**config.mk**
```make
export PLATFORM = sky130hd
export DESIGN_NAME = uart_tx_scheduler
export DESIGN_NICKNAME = d
export VERILOG_FILES = /design/src/rtl/uart_tx_scheduler.sv
export SDC_FILE = /design/constraint.sdc
export NUM_CORES = 1
export LEC_CHECK = 0
export CAP_MARGIN = 20
export CORE_AREA = 5 5 59 61
export CTS_CLUSTER_DIAMETER = 60
export DETAILED_ROUTE_END_ITERATION = 16
export DIE_AREA = 0 0 64 66
export PLACE_DENSITY = 0.8
export SYNTH_ARGS = -nofsm -noshare
export SYNTH_HDL_FRONTEND = slang
export SYNTH_SLANG_ARGS = --single-unit
```
**constraint.sdc**
```tcl
create_clock -name clk -period 6.7 [get_ports clk]
set_clock_uncertainty 0.1 [all_clocks]
set_input_delay 1.34 -clock clk [delete_from_list [all_inputs] [get_ports clk]]
set_output_delay 1.34 -clock clk [all_outputs]
set_load 0.02 [all_outputs]
```
**src/rtl/uart_tx_scheduler.sv**
```systemverilog
// rtl/uart_tx_scheduler.sv - two-port round-robin arbiter feeding one 8N1 UART transmitter
//
// Purpose:
//    Shares a single UART TX line between port 0 (CPU store to the UART TX
//    register) and port 1 (debug/exception reporter). A byte is accepted on a
//    valid/ready handshake, then serialised as start bit, 8 data bits LSB
//    first, optional even parity bit, and stop bit. Every bit lasts
//    CLKS_PER_BIT clock cycles. When both ports request at once, the port
//    that did not win last time is granted.
//
// Optional feature:
//    UART_TX_PARITY_EN - when defined, an even-parity bit (XOR of the 8 data
//    bits) is sent between the data bits and the stop bit (11-bit frame).
//    When undefined, the frame is 10 bits and no parity logic exists.
//
// Ports:
//    clk         system clock, all logic on posedge
//    reset       synchronous active-high reset
//    req0_valid  port 0 has a byte to send
//    req0_data   port 0 byte, sampled only on transfer
//    req0_ready  port 0 byte accepted this cycle when req0_valid=1
//    req1_valid  port 1 has a byte to send
//    req1_data   port 1 byte, sampled only on transfer
//    req1_ready  port 1 byte accepted this cycle when req1_valid=1
//    uart_tx     serial line, idle high, registered
//    tx_busy     frame in progress
//    tx_done     one-cycle pulse on the final cycle of the stop bit
//    grant_id    port owning the current/last frame

module uart_tx_scheduler #(
   parameter int CLKS_PER_BIT = 5208
) (
   input  logic       clk,
   input  logic       reset,
   input  logic       req0_valid,
   input  logic [7:0] req0_data,
   output logic       req0_ready,
   input  logic       req1_valid,
   input  logic [7:0] req1_data,
   output logic       req1_ready,
   output logic       uart_tx,
   output logic       tx_busy,
   output logic       tx_done,
   output logic       grant_id
);

   localparam int CW = (CLKS_PER_BIT > 2) ? $clog2(CLKS_PER_BIT) : 1;
   localparam logic [CW-1:0] BAUD_LAST = CW'(CLKS_PER_BIT - 1);

   typedef enum logic [2:0] {
      S_IDLE,
      S_START,
      S_DATA,
`ifdef UART_TX_PARITY_EN
      S_PARITY,
`endif
      S_STOP
   } state_t;

   state_t        state, state_n;
   logic [CW-1:0] baud_cnt, baud_cnt_n;
   logic [2:0]    bit_idx, bit_idx_n;
   logic [7:0]    shift_reg, shift_reg_n;
   logic          grant_n;
   logic          last_grant, last_grant_n;
   logic          tx_n;
   logic          done_c;
   logic          idle;
   logic          baud_end;
   logic          xfer0, xfer1;

   assign idle     = (state == S_IDLE);
   assign baud_end = (baud_cnt == BAUD_LAST);

   // Round-robin: a lone requester always wins; on contention the port that
   // did not own the last frame wins. Both readys may be high with no valids.
   assign req0_ready = idle && (!req1_valid || last_grant);
   assign req1_ready = idle && (!req0_valid || !last_grant);
   assign xfer0      = req0_valid && req0_ready;
   assign xfer1      = req1_valid && req1_ready;

   assign tx_busy = !idle;
   assign tx_done = done_c;

   always_comb begin
      state_n      = state;
      baud_cnt_n   = baud_end ? '0 : baud_cnt + CW'(1);
      bit_idx_n    = bit_idx;
      shift_reg_n  = shift_reg;
      grant_n      = grant_id;
      last_grant_n = last_grant;
      done_c       = 1'b0;

      case (state)
         S_IDLE: begin
            baud_cnt_n = '0;
            if (xfer0) begin
               shift_reg_n  = req0_data;
               grant_n      = 1'b0;
               last_grant_n = 1'b0;
               state_n      = S_START;
            end else if (xfer1) begin
               shift_reg_n  = req1_data;
               grant_n      = 1'b1;
               last_grant_n = 1'b1;
               state_n      = S_START;
            end
         end
         S_START: begin
            if (baud_end) begin
               state_n   = S_DATA;
               bit_idx_n = 3'd0;
            end
         end
         S_DATA: begin
            if (baud_end) begin
               if (bit_idx == 3'd7) begin
`ifdef UART_TX_PARITY_EN
                  state_n = S_PARITY;
`else
                  state_n = S_STOP;
`endif
               end else begin
                  bit_idx_n = bit_idx + 3'd1;
               end
            end
         end
`ifdef UART_TX_PARITY_EN
         S_PARITY: begin
            if (baud_end) state_n = S_STOP;
         end
`endif
         S_STOP: begin
            if (baud_end) begin
               done_c  = 1'b1;
               state_n = S_IDLE;
            end
         end
         default: state_n = S_IDLE;
      endcase
   end

   // uart_tx is registered, so it is computed from the state the FSM is about
   // to enter; this puts the start bit on the line the cycle after transfer.
   always_comb begin
      tx_n = 1'b1;
      case (state_n)
         S_START:  tx_n = 1'b0;
         S_DATA:   tx_n = shift_reg_n[bit_idx_n];
`ifdef UART_TX_PARITY_EN
         S_PARITY: tx_n = ^shift_reg_n;
`endif
         default:  tx_n = 1'b1;
      endcase
   end

   always_ff @(posedge clk) begin
      if (reset) begin
         state      <= S_IDLE;
         baud_cnt   <= '0;
         bit_idx    <= 3'd0;
         shift_reg  <= 8'h00;
         grant_id   <= 1'b0;
         last_grant <= 1'b1;
         uart_tx    <= 1'b1;
      end else begin
         state      <= state_n;
         baud_cnt   <= baud_cnt_n;
         bit_idx    <= bit_idx_n;
         shift_reg  <= shift_reg_n;
         grant_id   <= grant_n;
         last_grant <= last_grant_n;
         uart_tx    <= tx_n;
      end
   end

endmodule

```
======== Yosys cells after proc, flatten, opt, wreduce, memory -nomap -nowiden ========
Cells that the tools add are included.
operators by class
  add/sub/neg operators ................... 2
  order comparisons ....................... 1
  equal/unequal tests ..................... 7
  muxes and demuxes ....................... 21
  reductions and logical operators ........ 14
operators with widths
  cell                     number
  $mux W3                  9
  $mux W8                  3
  $add A13 B1 Y13 const B  1
  $eq A13 B13 Y1 const B   1
  $pmux W3 S4              1
  $eq A3 B2 Y1 const B     3
  $eq A3 B1 Y1 const B     2
  $pmux W3 S2              1
  $mux W1                  5
  $logic_and A1 B1 Y1      4
  $logic_not A1 Y1         4
  $lt A3 B4 Y1 const B     1
  $add A3 B1 Y3 const B    1
  $bmux W1 S3              1
  $eq A3 B3 Y1 const B     1
  $logic_not A3 Y1         1
  $reduce_or A3 Y1         1
  $logic_or A1 B1 Y1       2
  $pmux W1 S2              1
  $reduce_and A2 Y1        1
  $reduce_bool A2 Y1       1
storage, ports and cells
  register bits ........................... 30
  input bits .............................. 20
  output and inout bits ................... 6

======== Depth between registers and ports, before layout ========
Gate-level depths: netlist of the first run.
  depth after elaboration ................. 10
  depth in mapped cells ................... 9
  mapped depth without buffers ............ 8

======== Least setup slack after synthesis of the first run ========
OpenSTA, ideal clock, no wires.
  path kind ............................... input-to-output
  start point ............................. input req0_valid
  end point ............................... output req1_ready
  arrival time ............................ 2.285 ns
  required time ........................... 5.260 ns
  setup slack ............................. 2.975 ns
  stages on the path ...................... 3
  buffers on the path ..................... 1
  path through ............................ a2111o_1 -> inv_1 -> clkbuf_1
between the ends
  word-level cells in the longest chain between the ends .. 3
RTL lines
  element              RTL line  text
  start: declaration   35        input logic req0_valid,
  $logic_not A1 Y1     78        assign req1_ready = idle && (!req0_valid || !last_grant);
  $logic_or A1 B1 Y1   78
  $logic_and A1 B1 Y1  78
  end: declaration     40        output logic req1_ready,
Every way passes these cells.

======== Worst setup path after layout of the first run ========
Ends and elaborated chain as after synthesis.

==> results.md, run 1 <==
- Type of the worst min-delay path: flop to flop
- Via/cell ratio: 5.81
- Layout Nets: 223
- Cell taking the most area after synthesis: dfxtp_1
- Num rows: 20
- Mean Syn Cell Area: 8.58 µm²
- Syn Std Cell Area: 1530 µm²
- Met3 WL: 215 µm
- Clock slew at reported path FFs: about 90 ps
- Die X: 64 µm
- Routed len/inst: 14.6 µm
- Io pins: 26
- Primary FF master, synth: dfxtp_1
- Final design utilization: 63.6%
- ANT nets after route: 0
- Vias in the first global route: 1315
- Setup Viol. Count Final: 0
- Area grow syn2layout: 22.0%
- Chip height: 66 µm
- Tot GR Track Use: 17.2%
- TritonCTS Buffers: 5
- Hold Vio Cnt, Final: 0
- RSZ-0062 raised after global routing: false
- Post-CTS setup buffers: 0
- Worst Setup Slack, final: 1970 ps
- Flip-flop count of the largest register after layout: 13
- Largest net degree at the start of global routing: 17
- Ys Warns: 0
- Initial antenna violation count: 0
- Post-synth EDFFs: 0
- Crit path arrival time: 3290 ps
- Vias: 1366
- FMAX: 211 MHz
- Post-Syn Nets: 200
- Initial Util: 52.1%
- Metal-1 WL: 1510 µm
- Core footprint: 2930 µm²
- Critical Setup Path Class: input port to primary output
- Outcome: completed
- Area contributors post-synth: dfxtp_1 39%, mux2i_1 5.2%, xor2_1 4.6%
- First DRT Iteration DRCs: 175
- Top Layer Used: met4
- Number of synthesized register bits: 30
- Cells after Synth: about 180
- First drt pass iteration count: 4
- Critical path fanouts, max: 11
- Pwr/cell area: 200 nW/µm²
- Max Root-Sink Buffers: 2
- Maxcap violations: 0
- Gr ovfl total: 0
- Root Driver: clkbuf_4
- CTS Sinks: 30
- Minimum clock period: 4730 ps
- Clk_lat worst skew: 330 ps
- Lkg Pwr: 0.649 nW
- Final WL: about 3400 µm
- First-pass GRT wire length: 5820 µm
- Crit share post-route: 70.6%
- Commonest cells in the netlist: 30 x dfxtp_1, 18 x nor2_1, 13 x nand3_1, 11 x nand2_1, 10 x nor2b_1
- Metal2 WL: between 1500 and 2000 µm
- Count leader, synth: dfxtp_1
- Post-CTS sizing: 0
- Number of I/O port buffers: 25
- Post-DP HPWL: around 2600 µm
- Synth top area share: 39.3%
- Routability Congestion: 0.860
- Post-CTS Hold Buffers: 0
- TritonCTS clock tree: yes
- Yosys cell types: 40
- Ant. Diodes: 0
- Post-synth ARST share: 0%
- Worst-Margin Slew: 622 ps
- Share of layout cells above drive strength 1: 7.43%
- H-Tree Depth: 2
- Post-synthesis sequential area ratio: 39.3%
- DRC violations left: 0
- Crit path launch type: input port
- Slew HR: 58.5%
- Setup TNS: 0 ps
- DP Worst Slack: between 1500 and 2000 ps
- Setup crit end kind: primary output
- Max VDD drop: 0.153 mV
- Final Max Tran Viols: 0
- Die area: 4220 µm²
- Crit path required time: approximately 5300 ps
==> per-stage QoR <==
stage | std cells | power (mW) | hold slack, ps | cell area (µm²)
after floorplan | 178 | 0.222 | 330 | 1530
after global placement | 227 | 0.242 | 342 | 1780
after detailed placement | 227 | 0.244 | 348 | 1780
after CTS | 235 | 0.376 | 362 | 1860
after global routing | 235 | 0.392 | 402 | 1860
final | 235 | 0.372 | 357 | 1860
==> cell usage in the layout (no fill, tap or decap), types with 2 or more instances in the layout <==
| cell type | netlist | final |
|---|---|---|
| nor2b_1 | 10 | 10 |
| nand3_1 | 13 | 13 |
| clkbuf_4 | 0 | 5 |
| clkbuf_8 | 0 | 3 |
| xor2_1 | 8 | 8 |
| o21ai_0 | 9 | 9 |
| xnor2_1 | 3 | 3 |
| clkdlybuf4s50_1 | 0 | 25 |
| nor2_1 | 18 | 18 |
| or3_1 | 3 | 3 |
| inv_1 | 4 | 4 |
| dfxtp_1 | 30 | 30 |
| nand4_1 | 5 | 5 |
| ha_1 | 2 | 2 |
| nor3_1 | 5 | 5 |
| nor4_1 | 8 | 8 |
| mux2i_1 | 8 | 8 |
| a21oi_1 | 3 | 3 |
| nand2_1 | 11 | 11 |
| a31oi_1 | 8 | 8 |
==> layout make-up <==
cell class / instances / area [µm²]
multi-input combinational: 134 / 872
timing repair buffer: 25 / 250
fill: 256 / 1070
sequential: 30 / 601
clock buffer: 8 / 78.8
tap: 33 / 41.3
inverter: 5 / 18.8
==> worst max-delay path, stage by stage <==
cell	delay [ps]
clkdlybuf4s50_1	440
a2111o_1	540
inv_1	300
clkdlybuf4s50_1	670
==> final timing paths <==
kind / slack (ps) / start / depth (start not counted) / end
worst min-delay path: 360 / grant_id / 2 / grant_id
worst max-delay path: 1970 / req0_valid / 4 / req1_ready
worst max register to register: 4070 / baud_cnt[8] / 7 / uart_tx
worst min register to register: 360 / grant_id / 2 / grant_id
==> power by group <==
| group | total (mW) | internal, mW | switching (mW) |
|---|---|---|---|
| Combinational | 0.0516 | 0.0255 | 0.0261 |
| Clock | 0.132 | 0.0716 | 0.0599 |
| Sequential | 0.189 | 0.185 | 0.00370 |
| Total | 0.372 | 0.282 | 0.0897 |
==> routing by layer <==
layer	up-vias	global-route usage [%]
met1	635	19.4
li1	687	-
met4	0	7.79
met2	34	28.6
met5	-	0
met3	10	6.46
==> logic make-up after synthesis <==
group                      share of synthesized area, %
AOI/OAI and AO/OA                                  12.9
xor gates and xnor gates                           6.31
adders and majority gates                          1.64
buffers and inverters                              3.52
DFF                                                39.3
muxes                                              6.72
other                                             0.246
and+or+nand+nor                                    29.3
No activity file was read; power rests on OpenSTA's default activity.
==> inputs of run 2 (changes only) <==
CORE_AREA = 5 5 61 63   (was 5 5 59 61)
DIE_AREA = 0 0 66 68   (was 0 0 64 66)
PLACE_DENSITY = 0.75   (was 0.8)
clock period = 4.4 ns   (was 6.7 ns; I/O delays follow)
==> run 2 against run 1 <==
Net effect:
- power up 45%
- combinational power rose by 54%
- design area up 0.27%
- final cell count is 6.0% higher
- via count fell by 0.29%
- core utilization is 4.9 points lower
- critical path depth is the same
- sequential cell count unchanged
- critical endpoint unchanged
==> results.md, run 2 (same netlist as run 1, synthesis figures left out) <==
- Hold Vio Cnt, Final: 0 (unchanged)
- First drt pass iteration count: 4 (unchanged)
- CTS Sinks: 30 (unchanged)
- H-Tree Depth: 2 (unchanged)
- Setup Viol. Count Final: 0 (unchanged)
- Worst setup startpoint: req0_valid
- Area of the multi-input gates: 872 µm² (unchanged)
- Final design utilization: 58.7% (-4.9 points)
- Flip-flop count of the largest register after layout: 13 (unchanged)
- Post-CTS sizing: 0 (unchanged)
- Critical path fanouts, max: 11 (unchanged)
- First DRT Iteration DRCs: 83 (-53%)
- Slew HR: 61.9% (+3.4 points)
- Crit path required time: 3420 ps (-1840 ps)
- Tot GR Track Use: 17.3% (+0.037 points)
- Filler cells: 303 (+18%)
- Routed len/inst: 14.0 µm (-4.4%)
- TritonCTS clock tree: yes
- Final WL: 3490 µm (+1.3%)
- TritonCTS Buffers: 5 (unchanged)
- Vias in the first global route: 1286 (-2.2%)
- R2R Path Start: baud_cnt[8]
- Via/cell ratio: 5.47 (-5.9%)
- Initial Util: 48.0% (-4.1 points)
- Pwr/cell area: 289 nW/µm² (+45%)
- Commonest non-fill, non-tap cell in the layout: dfxtp_1
- Maxcap violations: 0 (unchanged)
- Clock slew at reported path FFs: 80 ps (about the same)
- Die X: 66 µm (+3.1%)
- Type of the worst min-delay path: flop to flop
- Final Max Tran Viols: 0 (unchanged)
- DRC violations left: 0 (unchanged)
- Critical Setup Path Class: input port to primary output
- Max Root-Sink Buffers: 2 (unchanged)
- ANT nets after route: 0 (unchanged)
- Lkg Pwr: 0.645 nW (-0.60%)
- Minimum clock period: between 3000 and 4000 ps
- Gr ovfl total: 0 (unchanged)
- Outcome: completed
- Number of I/O port buffers: 25 (unchanged)
- DP Worst Slack: 638 ps (-1350 ps)
- Largest net degree at the start of global routing: 17 (unchanged)
- RSZ-0062 raised after global routing: false
- Routability Congestion: 0.847 (-1.5%)
- Ant. Diodes: 0 (unchanged)
- First-pass GRT wire length: 5910 µm (+1.7%)
- Overall power: 0.539 mW (+45%)
- Core footprint: 3180 µm² (+8.6%)
- Io pins: 26 (unchanged)
- Max VDD drop: 0.199 mV (+30%)
- Post-CTS setup buffers: 0 (unchanged)
- Area grow syn2layout: 22.3%
- Die area: 4490 µm² (+6.3%)
- Chip height: 68 µm (+3.0%)
- Vias: 1362 (-0.29%)
- Crit path arrival time: 2780 ps (-510 ps)
- Worst-Margin Slew: 570 ps (-51.9 ps)
- FMAX: 266 MHz
- Crit share post-route: between 80% and 90%
- Worst Setup Slack, final: 639 ps (-1330 ps)
- Hold_sp: grant_id
- Setup crit end kind: primary output
- Root Driver: clkbuf_4
- Post-CTS Hold Buffers: 0 (unchanged)
- Seq. cell area: 601 µm² (unchanged)
- Clk_lat worst skew: 330 ps (about the same)
- Num rows: 21 (+5.0%)
- Most frequent cells in the layout: 30 x dfxtp_1, 25 x clkdlybuf4s50_1, 18 x nor2_1
- Share of layout cells above drive strength 1: 7.39% (-0.037 points)
- Setup TNS: 0 ps (unchanged)
- Layout Nets: 224 (+0.45%)
- Post-DP HPWL: 2580 µm (-0.36%)
- Initial antenna violation count: 0 (unchanged)
- Crit path launch type: input port
run 2: cell types whose count changed in the layout (fill, tap and decap cells not counted), sizes merged:
| cell | previous run | this run |
|---|---|---|
| clkinv | 1 | 2 |
| buf | 0 | 1 |
| clkbuf | 8 | 7 |
run 2: cell type report:
class,count,share of cell area [%]
Multi-Input combinational cell,134,46.7
Sequential cell,30,32.2
Timing Repair Buffer,26,13.8
Tap cell,46,3.08
Clock buffer,7,2.95
Inverter,5,1.01
Clock inverter,1,0.268
run 2: worst max-delay path: stages:
cell and delay [ps]:
clkdlybuf4s50_1 430, a2111o_1 520, inv_1 280, clkdlybuf4s50_1 670
run 2: metal layers:
metal	share of wire, %	vias up	track usage, %	routed length, µm
li1	-	691	-	-
met1	42	628	19.5	1480
met2	49	38	30.4	1710
met3	7.1	5	4.43	247
met4	1.4	0	8.12	49
met5	0	-	0	0
run 2: stage by stage:
stage	area (µm²)	hold WS, ps	instances
6_report	1870	362	249
5_1_grt	1870	378	249
4_1_cts	1870	363	249
3_5_place_dp	1810	350	241
3_3_place_gp	1810	345	241
2_1_floorplan	1530	330	178
run 2: report_power, final:
part           internal (mW)  switching, mW
clock                 0.0773         0.0946
combinational         0.0393         0.0404
sequential             0.281        0.00572
run 2: final timing paths:
| check | slack [ps] | to | depth (start not counted) |
|---|---|---|---|
| min | 360 | grant_id | 2 |
| max | 640 | req1_ready | 4 |
| max reg2reg | 1780 | uart_tx | 7 |
| min reg2reg | 360 | grant_id | 2 |
